**src/rtl/seg7_scan_display_if.sv**
```systemverilog
// seg7_scan_display_if
//   Value/handshake bundle between a score producer and the 7-segment driver.
//   binary   : value to display, sampled when a load is accepted
//   load     : conversion request, honoured only while busy is low
//   blank_lz : 1 blanks leading zero digits (used live)
//   busy     : conversion in progress
//   overflow : last committed value did not fit in the digit count
interface seg7_scan_display_if #(
    parameter int BIN_W = 8
);
    logic [BIN_W-1:0] binary;
    logic             load;
    logic             blank_lz;
    logic             busy;
    logic             overflow;

    modport master (output binary, load, blank_lz, input  busy, overflow);
    modport slave  (input  binary, load, blank_lz, output busy, overflow);
endinterface

```
**src/rtl/seg7_scan_display.sv**
```systemverilog
// seg7_scan_display
//   Sequential binary-to-BCD (double-dabble, one bit per clock) feeding a
//   tear-free display register that is time-multiplexed over DIGITS
//   common-anode digits.
//   clk  : clock, rising edge
//   rst  : synchronous reset, active high
//   bus  : seg7_scan_display_if slave (binary/load/blank_lz in, busy/overflow out)
//   seg  : segments {g,f,e,d,c,b,a}, active high unless SEG_ACTIVE_LOW
//   ca   : digit enables, active low one-hot, ca[0] = ones digit

// Double-dabble correction for one BCD nibble: add 3 when >= 5.
module seg7_dabble_nibble (
    input  logic [3:0] d,
    output logic [3:0] q
);
    assign q = (d >= 4'd5) ? d + 4'd3 : d;
endmodule

module seg7_scan_display #(
    parameter int DIGITS         = 3,
    parameter int BIN_W          = 8,
    parameter int REFRESH_DIV    = 131072,
    parameter bit SEG_ACTIVE_LOW = 1'b0
) (
    input  logic                   clk,
    input  logic                   rst,
    seg7_scan_display_if.slave     bus,
    output logic [6:0]             seg,
    output logic [DIGITS-1:0]      ca
);
    localparam int BCD_W = DIGITS * 4;
    localparam int CNT_W = $clog2(BIN_W + 1);
    localparam int IDX_W = (DIGITS > 1) ? $clog2(DIGITS) : 1;
    localparam int REF_W = $clog2(REFRESH_DIV);
    // XOR mask: applying it to an active-high pattern gives the pin polarity.
    localparam logic [6:0] SEG_POL = SEG_ACTIVE_LOW ? 7'h7F : 7'h00;

    typedef enum logic [1:0] {IDLE, CONV, COMMIT} state_t;

    state_t           state, state_nx;
    logic [BIN_W-1:0] sh_q;
    logic [BCD_W-1:0] bcd_q, bcd_adj, disp_q;
    logic             ovf_sticky, ovf_q;
    logic [CNT_W-1:0] iter_q;

    logic [REF_W-1:0] ref_q;
    logic [IDX_W-1:0] idx_q;
    logic [DIGITS-1:0] lz;
    logic [3:0]       nib;
    logic             lz_sel;
    logic [6:0]       seg_nx;

    // ---------------- conversion ----------------
    for (genvar g = 0; g < DIGITS; g++) begin : g_adj
        seg7_dabble_nibble u_adj (.d(bcd_q[g*4 +: 4]), .q(bcd_adj[g*4 +: 4]));
    end

    always_comb begin
        state_nx = state;
        case (state)
            IDLE:    if (bus.load) state_nx = CONV;
            CONV:    if (iter_q == CNT_W'(BIN_W - 1)) state_nx = COMMIT;
            COMMIT:  state_nx = IDLE;
            default: state_nx = IDLE;
        endcase
    end

    always_ff @(posedge clk) begin
        if (rst) begin
            state      <= IDLE;
            sh_q       <= '0;
            bcd_q      <= '0;
            ovf_sticky <= 1'b0;
            iter_q     <= '0;
            disp_q     <= '0;
            ovf_q      <= 1'b0;
        end else begin
            state <= state_nx;
            case (state)
                IDLE: if (bus.load) begin
                    sh_q       <= bus.binary;
                    bcd_q      <= '0;
                    ovf_sticky <= 1'b0;
                    iter_q     <= '0;
                end
                CONV: begin
                    // Top bit of the corrected top nibble falls off the end:
                    // the value needs more digits than we have.
                    {bcd_q, sh_q} <= {bcd_adj[BCD_W-2:0], sh_q, 1'b0};
                    ovf_sticky    <= ovf_sticky | bcd_adj[BCD_W-1];
                    iter_q        <= iter_q + 1'b1;
                end
                COMMIT: begin
                    disp_q <= bcd_q;
                    ovf_q  <= ovf_sticky;
                end
                default: ;
            endcase
        end
    end

    assign bus.busy     = (state != IDLE);
    assign bus.overflow = ovf_q;

    // ---------------- scan ----------------
    always_ff @(posedge clk) begin
        if (rst) begin
            ref_q <= '0;
            idx_q <= '0;
        end else if (ref_q == REF_W'(REFRESH_DIV - 1)) begin
            ref_q <= '0;
            idx_q <= (idx_q == IDX_W'(DIGITS - 1)) ? '0 : idx_q + 1'b1;
        end else begin
            ref_q <= ref_q + 1'b1;
        end
    end

    // lz[k]: nibbles k..DIGITS-1 are all zero.
    for (genvar k = 0; k < DIGITS; k++) begin : g_lz
        assign lz[k] = ~|disp_q[BCD_W-1:k*4];
    end

    always_comb begin
        nib    = 4'd0;
        lz_sel = 1'b0;
        for (int k = 0; k < DIGITS; k++) begin
            if (idx_q == IDX_W'(k)) begin
                nib    = disp_q[k*4 +: 4];
                lz_sel = lz[k];
            end
        end
    end

    function automatic logic [6:0] glyph(input logic [3:0] v);
        case (v)
            4'd0:    glyph = 7'h3F;
            4'd1:    glyph = 7'h06;
            4'd2:    glyph = 7'h5B;
            4'd3:    glyph = 7'h4F;
            4'd4:    glyph = 7'h66;
            4'd5:    glyph = 7'h6D;
            4'd6:    glyph = 7'h7D;
            4'd7:    glyph = 7'h07;
            4'd8:    glyph = 7'h7F;
            4'd9:    glyph = 7'h6F;
            default: glyph = 7'h00;
        endcase
    endfunction

    always_comb begin
        seg_nx = glyph(nib);
        if (ovf_q)
            seg_nx = 7'h40;
        else if (bus.blank_lz && (idx_q != '0) && lz_sel)
            seg_nx = 7'h00;
    end

    // seg and ca come from the same index in the same register stage,
    // so a digit switch never mixes old and new outputs.
    always_ff @(posedge clk) begin
        if (rst) begin
            seg <= SEG_POL;
            ca  <= '1;
        end else begin
            seg <= seg_nx ^ SEG_POL;
            ca  <= ~(DIGITS'(1) << idx_q);
        end
    end
endmodule

```
**src/flat_wrapper.sv**
```systemverilog
// flat-port wrapper written by rule: the top's interface ports become plain ports
module seg7_scan_display_flat 
#(
    parameter int DIGITS         = 3,
    parameter int BIN_W          = 8,
    parameter int REFRESH_DIV    = 131072,
    parameter bit SEG_ACTIVE_LOW = 1'b0
)
  (clk, rst, seg, ca, bus_binary, bus_load, bus_blank_lz, bus_busy, bus_overflow);
  seg7_scan_display_if #(.BIN_W(BIN_W)) bus_i ();
  input  logic clk;
  input  logic rst;
  output logic [6:0] seg;
  output logic [DIGITS-1:0] ca;
  input wire logic [$bits(bus_i.binary)-1:0] bus_binary;
  input wire logic [$bits(bus_i.load)-1:0] bus_load;
  input wire logic [$bits(bus_i.blank_lz)-1:0] bus_blank_lz;
  output wire logic [$bits(bus_i.busy)-1:0] bus_busy;
  output wire logic [$bits(bus_i.overflow)-1:0] bus_overflow;
  assign bus_i.binary = bus_binary;
  assign bus_i.load = bus_load;
  assign bus_i.blank_lz = bus_blank_lz;
  assign bus_busy = bus_i.busy;
  assign bus_overflow = bus_i.overflow;
  seg7_scan_display #(.DIGITS(DIGITS), .BIN_W(BIN_W), .REFRESH_DIV(REFRESH_DIV), .SEG_ACTIVE_LOW(SEG_ACTIVE_LOW)) u_core (.clk(clk), .rst(rst), .bus(bus_i), .seg(seg), .ca(ca));
endmodule
```
**config.mk**
```make
export PLATFORM = sky130hd
export DESIGN_NAME = seg7_scan_display_flat
export DESIGN_NICKNAME = d
export VERILOG_FILES = /design/src/rtl/seg7_scan_display_if.sv /design/src/rtl/seg7_scan_display.sv /design/src/flat_wrapper.sv
export SDC_FILE = /design/constraint.sdc
export NUM_CORES = 1
export LEC_CHECK = 0
export ABC_AREA = 1
export CORE_AREA = 2 2 82 92
export CTS_CLUSTER_SIZE = 25
export DETAILED_ROUTE_END_ITERATION = 16
export DIE_AREA = 0 0 84 94
export GPL_TIMING_DRIVEN = 0
export PLACE_DENSITY = 0.65
export SYNTH_ARGS = -nofsm -noshare
export SYNTH_HDL_FRONTEND = slang
export SYNTH_SLANG_ARGS = --single-unit
```
**constraint.sdc**
```tcl
create_clock -name clk -period 2.98 [get_ports clk]
set_clock_uncertainty 0.05 [all_clocks]
set_input_delay 0.745 -clock clk [delete_from_list [all_inputs] [get_ports clk]]
set_output_delay 0.745 -clock clk [all_outputs]
set_load 0.03 [all_outputs]
```
Word-level counts from Yosys, hierarchy flattened
Memories as Yosys holds them, arrays and structs flattened. Cells that the tools add are included.

Memory bits (read-only): 112. Bits in registers: 69. Word-level logic and storage cells: 73. Output and inout port bits: 12. Memories: 1.

Add/sub/neg operators: 6. Order comparisons: 3. Mux-type cells: 23. Shifts and indexed selects: 1. Reduce and logical (&&, ||, !) cells: 17. Bitwise operators: 2. Equal/unequal tests: 8.

Memories: (no name shown) (depth 16, bits a word 7, read ports 1, clocked after memory_dff 0, wr ports 0, RTL line seg7_scan_display.sv:135) `case (v)`.

Operators with widths (count): two-way mux 4 bit (7); case mux 12 bit (2 select lines) (1); adder 17 x 1 -> 17 bit (second input constant) (1); equality test 17 bit (second input constant) (1); case mux 8 bit (2 select lines) (1); two-way mux 7 bit (2); adder 4 x 2 -> 4 bit (second input constant) (3); greater-or-equal comparator 4 x 3 -> 1 bit (second input constant) (3); two-way mux 12 bit (1); OR reduction 12 bit (1); two-way mux 8 bit (1); case mux 4 bit (2 select lines) (1); OR reduction 8 bit (1); two-way mux 2 bit (3); nonzero test 2 bit (3); adder 4 x 1 -> 4 bit (second input constant) (1); equality test 2 x 1 -> 1 bit (second input constant) (2); equality test 2 bit (second input constant) (2); equality test 4 x 3 -> 1 bit (second input constant) (1); logical NOT 2 bit (2); two-way mux 1 bit (4); case mux 2 bit (2 select lines) (1); AND reduction 2 bit (2); OR reduction 4 bit (1); other kinds (11) (14).

Logic depth before layout (Yosys ltp)
Depth in word-level cells: 8. Depth in mapped cells: 13.

Modules after synthesis
Synthesis repeated with hierarchy kept, for this count alone.

Cells, all modules: 440. Area, all modules: 3329.4 sq um.

Modules (own cells, without submodules): seg7_scan_display (times used 1, sequential area each 1381.3 sq um, area an instance 2924.1 sq um, cells an instance 371); seg7_dabble_nibble (times used 3, sequential area each 0.0 sq um, area an instance 135.1 sq um, cells an instance 23).

Worst setup path after synthesis
Ideal clock, no wire load.

Path kind: register to register. From: register u_core.ref_q[0]. To: register u_core.ref_q[11]. Library setup time: 0.115 ns. Data arrival time: 1.910 ns. Required time: 2.815 ns. Slack: 0.906 ns. Stages on the path, launching flop included: 14. Cell sequence: dfxtp_1 > ha_1 > nand2_1 > nor2_1 > nand2_1 > nor3_2 > nand3_1 > nor2_1 > ha_1 > nor2_2 > inv_1 > clkbuf_1 > a21oi_1 > o21a_1.

Longest elaborated chain between the ends: 2. Elaborated cells on any way between the ends: 3.

RTL lines: from (decl) (RTL line seg7_scan_display.sv:46) `logic [REF_W-1:0] ref_q;`; from (signal assigned) (RTL line seg7_scan_display.sv:114) `ref_q <= ref_q + 1'b1;`; branches (longest 2 deep; another with adder 17 x 1 -> 17 bit).

Several ways; the timed one is not identified. A chain may end at the register's enable or synchronous reset.

Final worst setup path
Ends and elaborated chain as after synthesis.

==> reports/qor_table.md <==
| Result | This run |
| --- | --- |
| Number of buffers created by CTS | 9 |
| Count of endpoints failing hold in the final timing report | 0 |
| Buffers added on ports | 22 |
| Number of cell rows | 32 |
| Max-cap check violation count | 0 |
| Area contributors post-synth | dfxtp_1 44%, nand2_1 10%, a21oi_1 7.1% |
| Synth Register Bits | 69 |
| Multi-input gate area in the final layout | 1540 um^2 |
| Die outline height | 94 um |
| Floorplan Core Area | 6930 um^2 |
| Worst rel slew slack | 0.674 |
| Share of the yosys chip area belonging to registers | 0.435 |
| Filler Cell Count | 665 |
| Critical Path Start Type | flip-flop |
| Setup violators final | 0 |
| Setup repair bufs after CTS | 0 |
| R2R setup slack | 460 ps |
| Distinct cells, synth | 30 |
| Classification of the worst setup path | reg -> reg |
| Count of H-tree levels built during CTS | 3 |
| Quantity of gates resized following cts | 0 |
| Number of nets in the final layout | 492 |
| Actual slew at the worst max-slew pin | 489 ps |
| Type of the worst min-delay path | reg -> reg |
| Total global routing track utilization | 0.174 |
| Cell type with the highest aggregate area in the netlist | dfxtp_1 |
| Total design power | 1.85 mW |
| Sum of routed wire length over all layers | 6370 um |
| Final-layout setup total negative slack | 0 ps |
| Antenna cell count | 0 |
| Maximum achievable frequency | 396 MHz |
| Post-route DRC violation count | 0 |
| CTS Hold Buffers Added | 0 |
| Synthesized net count | 459 |
| Status | complete, no violations |
| Antenna violations before repair | 0 |
| Clock insertion delay at the later pin of the skew report | 340 ps |
| Clock-pin slew on the worst setup and hold paths | 70 ps |
| Clock tree from TritonCTS | done |
| Wire length per cell | 11.5 um |
| X dimension of the die | 84 um |
| Iter 0 DRT Violations | 151 |
| Overflow left after global routing | 0 |
| Synthesis warning total | 0 |
| Clock sinks | 69 |
| Top Ports | 24 |
| Layout cell share with drive strength beyond 1 | 0.0809 |
| DP HPWL | 4570 um |
| Effective utilization at floorplan | 0.458 |
| Post-detailed-route count of antenna-violating nets | 0 |
| Total via count after detailed routing | 2780 |
| Routability congestion estimate | 0.766 |
| CTS max path bufs | 2 |
| Maximum number of pins on one net before global-route repair | 13 |
| Global-route wire length before repair | 11200 um |
| Instance count of the mapped netlist | 432 |
| Final slew viol count | 0 |
| Average footprint of a synthesized cell | 7.35 um^2 |
| Shortest clock period the worst path allows after layout | 2520 ps |
| Unrepaired setup endpoints after global routing | no |
| Cell Area, Synth | 3170 um^2 |
| P per Cell Area | 499 nW/um^2 |
| Data required time of the critical path | 3170 ps |
| Final worst path period share | 0.847 |
| Leakage power figure | 1.55 nW |
| Via count of the first global-routing pass | 2632 |
| Largest vdd supply drop | 0.265 mV |
| CTS Root Buffer Type | clkbuf_8 |
| Die area | 7900 um^2 |
| Vias per inst | 5.01 |
| Worst Path Arrival | 2710 ps |
| Maximum net fanout on the critical path | 10 |
| Area delta synth->final | 16.6% |
| Total iterations of the first detailed-routing run | 4 |
| Sequential cell area | 1380 um^2 |
| Proportion of netlist area held by the largest area contributor | 0.435 |
| Endpoint class of the critical path | flip-flop |
[report_power, final]
group	switching (mW)	internal, mW
Sequential	0.0103	0.941
Combinational	0.0799	0.0505
Clock	0.356	0.408
Total	0.447	1.40
[synth_stat cells (all sizes together)]
cell type / number
nand3: 28
ha: 15
a221oi: 1
inv: 52
o211ai: 1
nor2: 59
o21a: 1
nand2: 88
clkbuf: 6
nand4: 1
xor2: 4
buf: 6
o31ai: 1
a31oi: 3
a22oi: 8
nor3: 8
and2: 1
dfxtp: 69
o21ai: 33
a21oi: 46
or2: 1
[worst max-delay path, stage by stage, from the launching register on]
cell      delay [ps]
dfxtp_1          360
ha_1             180
nand2_1           70
nor2_1           240
nand2_1          150
nor3_2           210
nand3_1          100
nor2_1           130
ha_1             190
nor2_2            90
inv_1             80
clkbuf_1         370
a21oi_1           70
o21a_1           120
[layer usage]
metal,global-route usage,wire length [um],share of wire
met5,0,0,0
met1,0.218,3130,0.49
met3,0.0343,223,0.035
met4,0.0685,61,0.0096
met2,0.297,2950,0.46
[through the flow]
stage / std cells / worst slack (ps) / hold WS [ps] / utilization / cell area, um^2
floorplan: 432 / 906 / 368 / - / 3170
global placement: 539 / 452 / 380 / 0.505 / 3500
detailed placement: 539 / 435 / 386 / 0.505 / 3500
CTS: 555 / 422 / 403 / 0.534 / 3700
global route: 555 / 88.9 / 419 / 0.534 / 3700
finish: 555 / 457 / 400 / 0.534 / 3700
[cells in the final DEF, fill, tap and decap left out, drive strengths merged]
master / netlist / final
nand3: 28 / 28
nor3: 8 / 8
bufinv: 0 / 1
o21a: 1 / 1
clkinv: 0 / 5
inv: 52 / 52
and2: 1 / 1
nand2: 88 / 88
xor2: 4 / 4
o21ai: 33 / 33
clkdlybuf4s50: 0 / 22
nor2: 59 / 59
ha: 15 / 15
o211ai: 1 / 1
or2: 1 / 1
o31ai: 1 / 1
a221oi: 1 / 1
nand4: 1 / 1
a22oi: 8 / 8
a21oi: 46 / 46
dfxtp: 69 / 69
a31oi: 3 / 3
clkbuf: 6 / 16
buf: 6 / 6
[path summary, 6_finish.rpt]
path / end / startpoint / depth (start not counted)
worst max-delay path: u_core.ref_q[11] / u_core.ref_q[0] / 13
worst min-delay path: u_core.ref_q[0] / u_core.ref_q[0] / 1
worst max register to register: u_core.ref_q[11] / u_core.ref_q[0] / 13
worst min register to register: u_core.ref_q[0] / u_core.ref_q[0] / 1
[area by class of cell]
type | count | area share
tap | 85 | 0.0287
buffer | 12 | 0.0162
sequential | 69 | 0.373
timing repair buffer | 22 | 0.0595
clock inverter | 6 | 0.0169
multi-input combinational | 299 | 0.415
clock buffer | 10 | 0.0372
inverter | 52 | 0.0528
[sequential cells by signal (all words and copies together), names as in the netlist]
register / flops
u_core.ref_q: 17
u_core.bcd_q: 12
u_core.disp_q: 12
u_core.sh_q: 8
u_core.seg: 7
u_core.iter_q: 4
u_core.ca: 3
u_core.idx_q: 2
u_core.state: 2
u_core.bus.overflow: 1
u_core.ovf_sticky: 1
[cell families (layout without fill, tap and decap cells)]
group                    Yosys count  in the layout  share of synthesized area
AO/OA/AOI/OAI                     94             94                      0.160
XOR/XNOR                           4              4                     0.0110
adder cells (fa/ha/maj)           15             15                     0.0591
buffers and inverters             64            102                     0.0804
flip-flops                        69             69                      0.435
AND/OR/NAND/NOR                  186            186                      0.254
Power figures use the tool's default switching activity.
